==> src/rtl/button_debounce.sv <==
// Pushbutton debouncer: 2-flop synchronizer feeding a 4-state qualify FSM that
// emits press/release/long-press pulses and a wrapping press counter.
module button_debounce #(
   parameter int unsigned DEBOUNCE_CYC = 1_000_000,
   parameter int unsigned LONG_CYC     = 50_000_000,
   parameter bit          ACTIVE_LOW   = 1'b1
) (
   input  logic       ck,
   input  logic       r,
   input  logic       btn,
   output logic       level,
   output logic       press,
   output logic       rel,
   output logic       long,
   output logic [7:0] npress
);

   typedef enum logic [1:0] {IDLE, ARM, PRESSED, REL_ARM} state_t;

   localparam logic [25:0] DEB_M1  = 26'(DEBOUNCE_CYC - 1);
   localparam logic [25:0] DEB_CYC = 26'(DEBOUNCE_CYC);
   localparam logic [25:0] LONG_M1 = 26'(LONG_CYC - 1);

   state_t      r_state, w_state_nxt;
   logic        r_sync1, r_sync2;
   logic        w_s;
   logic [25:0] r_dcnt, w_dcnt_nxt;
   logic [25:0] r_lcnt, w_lcnt_nxt;
   logic        r_long_done, w_long_done_nxt;
   logic        r_press, w_press_nxt;
   logic        r_rel, w_rel_nxt;
   logic        r_long, w_long_nxt;
   logic [7:0]  r_npress, w_npress_nxt;
   logic        w_hold;

   // Synchronizer resets to the pin's idle level so a held button re-qualifies.
   always_ff @(posedge ck) begin
      if (r) begin
         r_sync1 <= ACTIVE_LOW;
         r_sync2 <= ACTIVE_LOW;
      end else begin
         r_sync1 <= btn;
         r_sync2 <= r_sync1;
      end
   end

   assign w_s = r_sync2 ^ ACTIVE_LOW;

   always_ff @(posedge ck) begin
      if (r) begin
         r_state     <= IDLE;
         r_dcnt      <= '0;
         r_lcnt      <= '0;
         r_long_done <= 1'b0;
         r_press     <= 1'b0;
         r_rel       <= 1'b0;
         r_long      <= 1'b0;
         r_npress    <= '0;
      end else begin
         r_state     <= w_state_nxt;
         r_dcnt      <= w_dcnt_nxt;
         r_lcnt      <= w_lcnt_nxt;
         r_long_done <= w_long_done_nxt;
         r_press     <= w_press_nxt;
         r_rel       <= w_rel_nxt;
         r_long      <= w_long_nxt;
         r_npress    <= w_npress_nxt;
      end
   end

   assign w_hold = ((r_state == PRESSED) || (r_state == REL_ARM)) && !r_long_done;

   always_comb begin
      w_state_nxt     = r_state;
      w_dcnt_nxt      = r_dcnt;
      w_lcnt_nxt      = r_lcnt;
      w_long_done_nxt = r_long_done;
      w_press_nxt     = 1'b0;
      w_rel_nxt       = 1'b0;
      w_long_nxt      = 1'b0;
      w_npress_nxt    = r_npress;

      // Hold timer keeps running through release bounces; saturates once long fires.
      if (w_hold) begin
         if (r_lcnt == LONG_M1) begin
            w_long_nxt      = 1'b1;
            w_long_done_nxt = 1'b1;
         end else begin
            w_lcnt_nxt = r_lcnt + 26'd1;
         end
      end

      case (r_state)
         IDLE: begin
            if (w_s) begin
               w_state_nxt = ARM;
               w_dcnt_nxt  = 26'd1;
            end
         end
         ARM: begin
            if (!w_s) begin
               w_state_nxt = IDLE;
               w_dcnt_nxt  = '0;
            end else if (r_dcnt == DEB_M1) begin
               w_state_nxt     = PRESSED;
               w_dcnt_nxt      = '0;
               w_press_nxt     = 1'b1;
               w_npress_nxt    = r_npress + 8'd1;
               w_lcnt_nxt      = DEB_CYC;
               w_long_done_nxt = 1'b0;
            end else begin
               w_dcnt_nxt = r_dcnt + 26'd1;
            end
         end
         PRESSED: begin
            if (!w_s) begin
               w_state_nxt = REL_ARM;
               w_dcnt_nxt  = 26'd1;
            end
         end
         REL_ARM: begin
            if (w_s) begin
               w_state_nxt = PRESSED;
               w_dcnt_nxt  = '0;
            end else if (r_dcnt == DEB_M1) begin
               // Release wins over a long press qualified on the same edge.
               w_state_nxt     = IDLE;
               w_dcnt_nxt      = '0;
               w_rel_nxt       = 1'b1;
               w_long_nxt      = 1'b0;
               w_long_done_nxt = 1'b0;
            end else begin
               w_dcnt_nxt = r_dcnt + 26'd1;
            end
         end
         default: w_state_nxt = IDLE;
      endcase
   end

   assign level  = (r_state == PRESSED) || (r_state == REL_ARM);
   assign press  = r_press;
   assign rel    = r_rel;
   assign long   = r_long;
   assign npress = r_npress;

endmodule
==> config.mk <==
export PLATFORM = sky130hd
export DESIGN_NAME = button_debounce
export DESIGN_NICKNAME = d
export VERILOG_FILES = /design/src/rtl/button_debounce.sv
export SDC_FILE = /design/constraint.sdc
export NUM_CORES = 1
export LEC_CHECK = 0
export CORE_ASPECT_RATIO = 0.8
export CORE_MARGIN = 2
export CORE_UTILIZATION = 40
export DETAILED_ROUTE_END_ITERATION = 8
export PLACE_DENSITY = 0.66
export SYNTH_ARGS = -nofsm -noshare
export SYNTH_HDL_FRONTEND = slang
export SYNTH_SLANG_ARGS = --single-unit
export TNS_END_PERCENT = 5
==> constraint.sdc <==
create_clock -name ck -period 2.75 [get_ports ck]
set_input_delay 0.55 -clock ck [delete_from_list [all_inputs] [get_ports ck]]
set_output_delay 0.55 -clock ck [all_outputs]
set_load 0.05 [all_outputs]
==> results.py <==
metrics = {
    "timing": {
        "slew_violations": 0,
        "finClkSkew_ns": 0.00868,
        "fin_tns_setup_ns": 0,
        "hold_viol_final": 0,
        "worst_pin_slew_ns": 0.898,
        "min_period_ns": 2.37,
        "rsz0062_at_grt": "false",
        "fmax_ghz": 0.422,
        "fin_crit_sh_pct": 86.1,
        "slew_headroom_pct": 39.7,
        "setup_viol": 0,
    },
    "worst_setup_path": {
        "cp_max_fo": 14,
        "worst-setup-path-type": "register to register",
        "critPathLaunchType": "register",
        "end_kind": "register",
        "arrival_ns": 2.65,
        "required_ns": 3.03,
    },
    "route": {
        "dr.pass1.iters": 5,
        "wire_per_inst_um": 14.9,
        "final_antenna_net_count": 0,
        "vias_per_cell": 5.81,
        "route.final.wire_length_mm": 8.33,
        "drtIter0Drc": 281,
        "drcViolationCount": 0,
        "vias": 3244,
    },
    "status": {
        "status": "finished, final reports clean",
    },
    "clock_tree": {
        "cts_hold_buf": 0,
        "cts_setup_buffers": 0,
        "clkTransAtPathRegs_ns": 0.08,
        "cts_buffers": 9,
        "h-tree-depth": 3,
        "cts_resized": 0,
        "clk_path_buf_depth": 2,
        "cts_tree": "done",
        "clock_latency_ns": 0.34,
        "clock_sinks": 68,
        "cts_root_buffer": "clkbuf_8",
    },
    "place": {
        "dp.cells": 542,
        "placed_area_mm2": 0.00382,
        "io_buffer_count": 14,
        "dp.final_hpwl_mm": 6.00,
        "gp_congestion": 0.892,
    },
    "synth": {
        "synth_cell_types": 57,
        "synth-seq-cells": 68,
        "synthTopCellsByArea": "dfxtp_1 (39%), nand2_1 (4.3%), nand3_1 (4.1%)",
        "synth_top_cell_by_area": "dfxtp_1",
        "syn_inst": 420,
        "synth_area_mm2": 0.00351,
        "yosysSeqAreaShare_pct": 38.8,
        "ys_async_sr_fraction_pct": 0,
        "synth_fp_nets": 426,
        "syn-mean-instance-area_um2": 8.35,
        "ys_warn_count": 0,
        "yosysTopAreaCellShare_pct": 38.8,
        "synthFlopType": "dfxtp_1",
        "synth-edff-count": 0,
    },
    "run": {
        "max_cap_viol_count": 0,
    },
    "global_routing": {
        "grt_pass1_vias": 2885,
        "grt_pass1_wl_mm": 14.3,
        "antenna_found_initial": 0,
        "grtUsageTotal_pct": 18.8,
        "grt_max_degree": 37,
        "grt_overflow": 0,
    },
    "floorplanning": {
        "core-area_mm2": 0.00848,
        "start_util_pct": 41.3,
        "die_area_mm2": 0.00954,
        "ios": 15,
        "die-height_um": 87.8,
        "core.rowCount": 30,
        "die_w_um": 109,
    },
    "layout": {
        "final_cell_mix": "dfxtp_1 (68), nand2_1 (40), nor2_1 (31)",
        "drive_gt1_share_pct": 10.3,
        "mostFrequentLayoutCell": "dfxtp_1",
        "diodes": 0,
        "nets": 447,
        "syn_to_final_growth_pct": 15.1,
        "stdcell_count": 558,
        "design_area_mm2": 0.00404,
    },
    "power": {
        "peakVddDrop_v": 0.000212,
        "power_density_mw_per_mm2": 480,
        "power.leakage_nw": 1.32,
    },
    "worst_hold_path": {
        "hold_path.class": "register to register",
    },
}
## power by group
group | switching [mW] | leakage [nW] | internal [mW]
logic | 0.0294 | 0.667 | 0.0154
registers | 0.00233 | 0.548 | 0.986
clock network | 0.397 | 0.109 | 0.507
## layer usage
metal	vias up	part of all wire [%]	global-route usage [%]
li1	1617	-	-
met1	1528	51	27.4
met2	88	41	26.9
met3	11	6.5	5.51
met4	0	1.5	5.59
met5	-	0	0
## cell usage after synthesis (3+ instances only)
library cell,n
a21o_1,3
a21oi_1,27
a22o_1,3
a31oi_1,16
and2_1,5
and3_1,11
and4_1,8
clkbuf_1,15
dfxtp_1,68
ha_1,3
inv_1,8
mux2i_1,4
nand2_1,40
nand3_1,29
nand3b_1,3
nand4_1,18
nor2_1,31
nor3_1,10
nor3b_1,7
nor4_1,7
o2111ai_1,5
o211ai_1,3
o21ai_0,16
or2_2,3
or3_1,10
or4_1,6
xnor2_1,10
xor2_1,16
## cells by family (layout without fill, tap and decap cells)
group                    count (synthesis)  in the layout  synth area share (%)
buffers and inverters                   28             54                  3.32
adder cells (fa/ha/maj)                  3              3                  1.07
flip-flops                              68             68                  38.8
XOR/XNOR                                26             26                  6.49
multiplexers                             4              4                  1.14
AND/OR/NAND/NOR                        206            206                  33.9
AO/OA/AOI/OAI                           85             85                  15.3
## critical path, stage by stage, from the launching register on
cell	delay [ns]
dfxtp_1	0.48
nor4b_4	0.37
nand3_2	0.17
or4b_4	0.62
or4_1	0.53
a21oi_1	0.15
## final cells by class
class	count	area [um2]
fill	854	4450
multi-input combinational	324	2030
sequential	68	1360
timing repair buffer	30	260
tap	112	140
clock buffer	9	124
clock inverter	7	91.3
inverter	8	30.0
## stage by stage
step           hold WS (ns)  total power, mW  utilization (%)  worst slack [ns]
4_1_cts               0.420             1.96             47.6             0.402
6_report              0.414             1.94             47.6             0.382
3_3_place_gp          0.393             1.06             45.0             0.476
2_1_floorplan         0.389             1.04                -             0.611
3_5_place_dp          0.402             1.06             45.0             0.432
5_1_grt               0.440             2.00             47.6             0.274
## worst paths after layout
| check | startpoint | to | slack (ns) | depth (start not counted) |
|---|---|---|---|---|
| hold / removal | r_sync1$_SDFF_PP1_ | r_sync2$_SDFF_PP1_ | 0.41 | 1 |
| hold reg to reg | r_sync1$_SDFF_PP1_ | r_sync2$_SDFF_PP1_ | 0.41 | 1 |
| setup / recovery | r_dcnt[14]$_SDFFE_PP0P_ | npress[5]$_SDFFE_PP0P_ | 0.38 | 5 |
| setup reg to reg | r_dcnt[14]$_SDFFE_PP0P_ | npress[5]$_SDFFE_PP0P_ | 0.38 | 5 |
Power figures use the tool's default switching activity.
